<file path="src/rtl/jtopl_eg_slot.sv">
// jtopl_eg_slot: per-operator envelope state machine and 9-bit attenuation
// register. Picks the active ADSR rate for the step stage and applies the
// level update that the step stage requests once per sample.
// Level 0x000 is loudest, 0x1FF is silent.
module jtopl_eg_slot (
    input  logic       clk,
    input  logic       rst_n,
    input  logic       cen_i,
    input  logic       keyon_i,
    input  logic [3:0] ar_i,
    input  logic [3:0] dr_i,
    input  logic [3:0] sl_i,
    input  logic [3:0] rr_i,
    input  logic       eg_type_i,
    input  logic       step_i,
    input  logic       sum_up_i,
    input  logic [5:0] rate_i,
    input  logic       cnt_lsb_i,
    output logic [4:0] base_rate_o,
    output logic       attack_o,
    output logic       cnt_in_o,
    output logic [8:0] eg_level_o,
    output logic [1:0] eg_state_o
);

    typedef enum logic [1:0] {
        ST_ATTACK  = 2'd0,
        ST_DECAY   = 2'd1,
        ST_SUSTAIN = 2'd2,
        ST_RELEASE = 2'd3
    } eg_state_t;

    eg_state_t  state_q, state_d;
    logic [8:0] level_q, level_d;
    logic       keyon_l_q;
    logic       cnt_q;

    logic [3:0] sel_rate;
    logic [3:0] inc;
    logic [9:0] level_sum;
    logic [8:0] level_up;
    logic [8:0] level_att;
    logic [4:0] sl_thr;
    logic       key_rise;
    logic       key_fall;
    logic       do_update;

    // Rate register handed to the step stage; held sustain asks for no steps
    always_comb begin
        sel_rate = rr_i;
        case (state_q)
            ST_ATTACK:  sel_rate = ar_i;
            ST_DECAY:   sel_rate = dr_i;
            ST_SUSTAIN: sel_rate = eg_type_i ? 4'd0 : rr_i;
            ST_RELEASE: sel_rate = rr_i;
            default:    sel_rate = rr_i;
        endcase
    end

    assign base_rate_o = {sel_rate, 1'b0};
    assign attack_o    = (state_q == ST_ATTACK);
    assign cnt_in_o    = cnt_q;
    assign eg_level_o  = level_q;
    assign eg_state_o  = state_q;

    // Increment size for the rising (attenuating) phases and its saturated sum
    always_comb begin
        if (rate_i[5:2] < 4'd12) begin
            inc = 4'd1;
        end else begin
            inc = 4'd1 << rate_i[3:2];
        end
        level_sum = {1'b0, level_q} + {6'd0, inc};
        level_up  = level_sum[9] ? 9'h1FF : level_sum[8:0];
        // level - level/8 - 1 only underflows when the level is already zero
        level_att = (level_q == 9'd0) ? 9'd0
                  : (level_q - {3'd0, level_q[8:3]} - 9'd1);
        sl_thr    = (sl_i == 4'hF) ? 5'h1F : {1'b0, sl_i};
    end

    assign key_rise  = keyon_i & ~keyon_l_q;
    assign key_fall  = ~keyon_i & keyon_l_q;
    assign do_update = step_i & sum_up_i;

    // Next state/level; key edges take priority over any level-driven change
    always_comb begin
        state_d = state_q;
        level_d = level_q;
        if (key_rise) begin
            if (rate_i >= 6'd60) begin
                level_d = 9'd0;
                state_d = ST_DECAY;
            end else begin
                state_d = ST_ATTACK;
            end
        end else if (key_fall) begin
            state_d = ST_RELEASE;
        end else if (do_update) begin
            case (state_q)
                ST_ATTACK: begin
                    level_d = level_att;
                    if (level_att == 9'd0) begin
                        state_d = ST_DECAY;
                    end
                end
                ST_DECAY: begin
                    level_d = level_up;
                    if (level_up[8:4] >= sl_thr) begin
                        state_d = ST_SUSTAIN;
                    end
                end
                ST_SUSTAIN: begin
                    if (!eg_type_i) begin
                        level_d = level_up;
                    end
                end
                ST_RELEASE: begin
                    level_d = level_up;
                end
                default: begin
                    state_d = ST_RELEASE;
                end
            endcase
        end
    end

    // Sample-rate state registers
    always_ff @(posedge clk or negedge rst_n) begin
        if (!rst_n) begin
            state_q   <= ST_RELEASE;
            level_q   <= 9'h1FF;
            keyon_l_q <= 1'b0;
            cnt_q     <= 1'b0;
        end else if (cen_i) begin
            state_q   <= state_d;
            level_q   <= level_d;
            keyon_l_q <= keyon_i;
            cnt_q     <= cnt_lsb_i;
        end
    end

endmodule

</file>
<file path="config.mk">
export PLATFORM = sky130hd
export DESIGN_NAME = jtopl_eg_slot
export DESIGN_NICKNAME = d
export VERILOG_FILES = /design/src/rtl/jtopl_eg_slot.sv
export SDC_FILE = /design/constraint.sdc
export NUM_CORES = 1
export LEC_CHECK = 0
export BUFFER_PORTS_ARGS = -buffer_cell sky130_fd_sc_hd__buf_4
export CAP_MARGIN = 20
export CORE_MARGIN = 4
export CORE_UTILIZATION = 30
export DETAILED_ROUTE_END_ITERATION = 8
export GPL_ROUTABILITY_DRIVEN = 0
export SYNTH_ARGS = -nofsm -noshare
export SYNTH_HDL_FRONTEND = slang
export SYNTH_SLANG_ARGS = --single-unit
</file>
<file path="constraint.sdc">
create_clock -name clk -period 4.4 [get_ports clk]
set_clock_uncertainty 0.05 [all_clocks]
set_input_delay 0.22 -clock clk [delete_from_list [all_inputs] [get_ports clk]]
set_output_delay 0.22 -clock clk [all_outputs]
set_load 0.05 [all_outputs]
</file>
==> results.toml, run 1 <==
[run_status]
status = "complete, no violations"

[setup_path]
worstSetupEndpointType = "register"
cp-start-kind = "register"
ff2ff_path_depth = 13
critPathKind = "register to register"
crit_fanout = 5
arrival_ps = 3800
reg2reg_slack_ps = 720
reg2reg_from = "eg_level_o[0]"
rr_endpoint = "eg_state_o[0]"
required_ps = 4530

[synth]
synth_top_area_share_pct = 16.7
synth-async-reset-ratio_pct = 100
synth_area_um2 = 1730
yosysTopAreaCell = "dfstp_2"
syn-mean-instance-area_um2 = 7.84
ys_types = 54
synth_edf_count = 0
ys.flop_type = "dfstp_2"
ys_seq_area_share_pct = 19.6
ys_ff_latch = 13
synthesis.nets = 270
synthCells = 221
yosys_warnings = 0
synthTopCellsByArea = "dfstp_2, ha_1, nand2_1"

[routing]
route.met3.wl_um = 256
dr_wl_met2_mm = 2.12
finalWirelength_mm = 4.68
wl_per_cell_um = 14.2
drc = 0
drt_pass1_iterations = 4
dr.max_layer_used = "met3"
wirelength_met1_mm = 2.30
antenna_left = 0
vias_per_cell = 5.12
drtIter0Drc = 67
num_vias = 1683

[sta]
min_period_ps = 3680
finalSetupViolCount = 0
fin_crit_sh_pct = 83.6
hold_viol = 0
rsz0062_at_grt = "no"
fin_tns_setup_ps = 0
slew_violations = 0
setup_ws_ps = 722
fmax_ghz = 0.272
worstMarginPinSlew_ps = 635
slew_headroom_pct = 57.7

[clock_network]
cts-root-buf = "clkbuf_8"
clk_path_buf_depth = 2
clk_pin_slew_ps = 60
postCtsHoldBufs = 1
cts.sinks = 13
cts_tree = "done"
h-tree-depth = 1
ctsResizeCount = 0
cts_made_buffers = 3
clock_latency_ps = 240
cts_setup_buffers = 0

[die]
num_rows = 27
io_pins = 48
start_util_pct = 31.3
die_area_um2 = 7060
die_h_um = 84
coreArea_um2 = 5540
dieWidth_um = 84

[grt]
grt_max_degree = 18
grt_usage_pct = 13.2
grt_first_pass_wirelength_mm = 7.79
grt_overflow_total = 0
antenna_found_initial = 0
grt_pass1_vias = 1607

[place]
io_buffers = 44
dpl_cell_area_um2 = 2070
place_ws_ps = 754
dpl.hpwl_mm = 3.80

[layout]
layout_common_cells = "buf_4, nand2_1, inv_1, ha_1, nor2_1"
seq_area_um2 = 339
drive_gt1_share_pct = 26.1
mostFrequentLayoutCell = "buf_4"
diodes = 0
area_growth_syn_to_layout_pct = 22.5
multi_input_area_um2 = 1230
postLayoutCellArea_um2 = 2120
nets = 307
fillers = 619

[power_and_ir_drop]
p_per_area_nw_per_um2 = 768
p_total_uw = 1630
max-vdd-ir-drop_mv = 0.301
p_leak_uw = 0.000967

[min_path]
whs_path_depth = 2
hold_class = "input pin to register"
min_to = "keyon_l_q"
hp-start = "cen_i"

[flow_run]
drv_cap = 0
where the power goes:
part           leakage [uW]  internal, uW  total (uW)  switching (uW)
combinational      0.000806           449        1210             763
sequential         0.000139           198         311             113
clock             0.0000228          64.0         107            43.2
routing by layer:
metal	global-route usage [%]	up-vias
met2	22.1	39
met1	18.3	778
met4	0.439	0
met3	2.86	0
li1	-	866
met5	0	-
registers in the layout (all words and copies together), names as in the netlist:
register    count
keyon_l_q       1
cnt_in_o        1
eg_state_o      2
eg_level_o      9
per-stage QoR:
step	instances	hold WS, ps	utilization [%]
after floorplan	221	-126	-
after global placement	324	22.6	37.3
after detailed placement	324	28.4	37.3
after CTS	329	142	38.3
after global routing	329	157	38.3
final	329	143	38.3
kinds of logic (layout without fill, tap and decap cells):
| group | count (synthesis) | after routing | synth area share [%] |
|---|---|---|---|
| AND/OR/NAND/NOR | 73 | 73 | 20.6 |
| adder cells (fa/ha/maj) | 19 | 19 | 14.6 |
| AO/OA/AOI/OAI | 67 | 67 | 27.3 |
| flip-flops | 13 | 13 | 19.6 |
| buffers and inverters | 33 | 69 | 9.24 |
| XOR/XNOR | 7 | 7 | 3.54 |
| multiplexers | 8 | 8 | 4.91 |
| other | 1 | 1 | 0.216 |
worst max-delay path by stage:
stage / start / to / slack [ps] / depth (start not counted)
CTS: eg_level_o[0] / eg_state_o[0] / 730 / 13
floorplan: eg_level_o[0] / eg_state_o[0] / 880 / 13
detailed placement: eg_level_o[0] / eg_state_o[0] / 750 / 13
global route: eg_level_o[0] / eg_state_o[0] / 440 / 13
global placement: eg_level_o[0] / eg_state_o[0] / 790 / 13
finish: eg_level_o[0] / eg_state_o[0] / 720 / 13
synthesized netlist by cell type (3+ instances only):
master,n
nand2_1,25
o22ai_1,4
inv_1,19
nor2b_1,4
buf_6,3
nor3_1,8
o21a_1,3
a21oi_1,11
mux2i_1,4
dfstp_2,11
nand2b_1,4
nand3_1,5
nor2_1,13
ha_1,17
xor2_1,5
a211oi_1,6
o31ai_1,4
mux2_2,3
buf_2,5
nor4_1,4
o31ai_2,3
o21ai_1,7
clkbuf_1,3
o21ai_0,9
layout make-up:
class / instances / area share [%]
Multi-Input combinational cell: 175 / 58.1
Clock buffer: 4 / 2.12
Sequential cell: 13 / 16.0
Timing Repair Buffer: 45 / 16.0
Inverter: 20 / 3.54
Tap cell: 72 / 4.24
critical path, cell delays in order (launching register included):
cell,delay [ps]
dfstp_2,570
ha_1,210
inv_1,70
fa_1,370
nor2b_1,210
o21ai_1,150
a211oi_1,300
mux2_2,380
ha_1,310
o211a_1,130
a211oi_1,330
a211oi_1,160
a22o_1,200
a31o_1,180
(Power assumes the default switching activity.)
==> run 2, diff against run 1 <==
clock period = 3 ns   (was 4.4 ns; I/O delays follow)
==> run 2 against run 1 <==
Effect of this change: the flow now finishes with violations (setup timing); maximum frequency is 13% higher; wire length grew 15%; via count rose by 11%; non-clock buffer count grew 28; critical path type unchanged; count of clock-buffer cells in the layout is the same; largest power group unchanged; final cell count increased by 8.5%; critical path depth stayed put; register-to-register slack got worse by 960 ps; clock power increased by 57%.
==> results.toml, run 2 (same netlist as run 1, synthesis figures left out) <==
[die]
start_util_pct = 31.3
die_h_um = 84
dieWidth_um = 84
coreArea_um2 = 5540
die_area_um2 = 7060
io_pins = 48
num_rows = 27

[sta]
fin_crit_sh_pct = 108
worstMarginPinSlew_ps = 673
rsz0062_at_grt = "yes"
hold_viol = 0
slew_headroom_pct = 55.2
fmax_ghz = 0.308
setup_ws_ps = -242
slew_violations = 0
finalSetupViolCount = 2
min_period_ps = 3240

[layout]
largest_reg_flops = 9
layout_common_cells = "buf_4, nand2_1, inv_1, ha_1, nor2_1"
diodes = 0
nets = 335
fillers = 592
mostFrequentLayoutCell = "buf_4"
fin_cells = 357
area_growth_syn_to_layout_pct = 39.0
multi_input_area_um2 = 1300
seq_area_um2 = 347
drive_gt1_share_pct = 37.5

[place]
place_inst = 351
io_buffers = 44
dpl.hpwl_mm = 4.35

[setup_path]
reg2reg_slack_ps = -240
ff2ff_path_depth = 13
cp-start-kind = "register"
crit_chain = "ha_4, inv_2, fa_2, nor2b_4, o21ai_2, a211oi_2, mux2_4, ha_4, o211a_1, a211oi_2, a211oi_2, a22o_1, a31o_1"
rr_endpoint = "eg_state_o[0]"
slowest_stage = "dfstp_4"
crit_fanout = 3
reg2reg_from = "eg_level_o[0]"
worstSetupEndpointType = "register"
required_ps = 3130
critPathMostFrequentCell = "a211oi_2"
cp_slowest_stage_delay_ps = 620
critPathKind = "register to register"
arrival_ps = 3370

[grt]
grt_max_degree = 18
antenna_found_initial = 0
grt_usage_pct = 15.0
grt_first_pass_wirelength_mm = 8.78
grt_pass1_vias = 1839
grt_overflow_total = 0

[clock_network]
h-tree-depth = 1
clk_path_buf_depth = 2
cts.sinks = 13
cts_tree = "done"
clock_latency_ps = 250
clk_pin_slew_ps = 60
cts-root-buf = "clkbuf_8"
cts_made_buffers = 3

[routing]
finalWirelength_mm = 5.38
antenna_left = 0
wl_per_cell_um = 15.1
drtIter0Drc = 109
vias_per_cell = 5.23
drc = 0
drt_pass1_iterations = 5
num_vias = 1868

[power_and_ir_drop]
p_per_area_nw_per_um2 = 1090
p_leak_uw = 0.00112
max-vdd-ir-drop_mv = 0.552
p_total_uw = 2620

[run_status]
status = "finished, violations left"
violations = "setup timing"

[min_path]
min_to = "keyon_l_q"
hold_class = "input pin to register"
hp-start = "cen_i"
whs_path_depth = 2

[flow_run]
drv_cap = 0
[run 2: cell types whose count changed in the layout (fill, tap and decap cells not counted), moves of 2 or more]
cell / delta
dfstp_4: +2
inv_1: -2
ha_1: -2
buf_4: +28
inv_2: +2
a211oi_1: -4
dfstp_2: -2
a211oi_2: +4
ha_4: +2
[run 2: area by class of cell]
class / instances / share of cell area, %
Multi-Input combinational cell: 175 / 54.0
Timing Repair Buffer: 73 / 22.9
Sequential cell: 13 / 14.4
Tap cell: 72 / 3.74
Inverter: 20 / 3.12
Clock buffer: 4 / 1.87
[run 2: worst max-delay path by stage]
stage                       start             to  slack, ps  cells past startpoint
floorplan           eg_level_o[0]  eg_state_o[0]       -300                     14
global placement        rate_i[3]  eg_state_o[0]       -250                     15
detailed placement  eg_level_o[0]  eg_state_o[0]       -320                     13
CTS                 eg_level_o[0]  eg_state_o[0]       -210                     14
global route        eg_level_o[0]  eg_state_o[0]       -360                     14
finish              eg_level_o[0]  eg_state_o[0]       -240                     13
[run 2: what timing repair did]
| action | 4_1_cts | 5_1_grt |
|---|---|---|
| hold buffers | 1 | 0 |
| hold endpoints to repair | 13 | 0 |
| resized for setup | 6 | 1 |
| gates cloned | 0 | 0 |
| endpoints found under the setup margin | 2 | 2 |
| buffers inserted | 1 | 0 |
| pin swaps | 6 | 1 |
[run 2: through the flow]
stage | setup WS, ps | instance area (um^2) | hold slack, ps | TNS [ps] | util (%)
global placement | -252 | 2320 | -38.9 | -369 | 41.8
finish | -242 | 2410 | 71.5 | -416 | 43.5
CTS | -213 | 2400 | 75.4 | -361 | 43.4
floorplan | -296 | 1780 | -196 | -444 | -
detailed placement | -321 | 2320 | -35.8 | -485 | 41.8
global route | -364 | 2410 | 79.5 | -677 | 43.5
[run 2: power breakdown]
group / internal (uW) / switching, uW / leakage [uW]
Clock: 94.1 / 73.7 / 0.0000228
Combinational: 809 / 1260 / 0.000953
Sequential: 293 / 86.3 / 0.000140
[run 2: worst max-delay path, delay by kind of cell, from the launching register on]
kind / cells / cell delay [ps]
buffers and inverters: 1 / 30
AND/OR/NAND/NOR: 1 / 140
multiplexers: 1 / 360
flip-flops: 1 / 620
adder cells (fa/ha/maj): 3 / 730
AO/OA/AOI/OAI: 7 / 1250
[run 2: metal layers]
metal	routed length (um)	global-route usage (%)	vias up	share of wire [%]
met3	220	2.37	8	4.1
met4	47	1.46	0	0.87
met5	0	0	-	0
met2	2590	26.7	52	48
li1	-	-	923	-
met1	2530	19.6	885	47
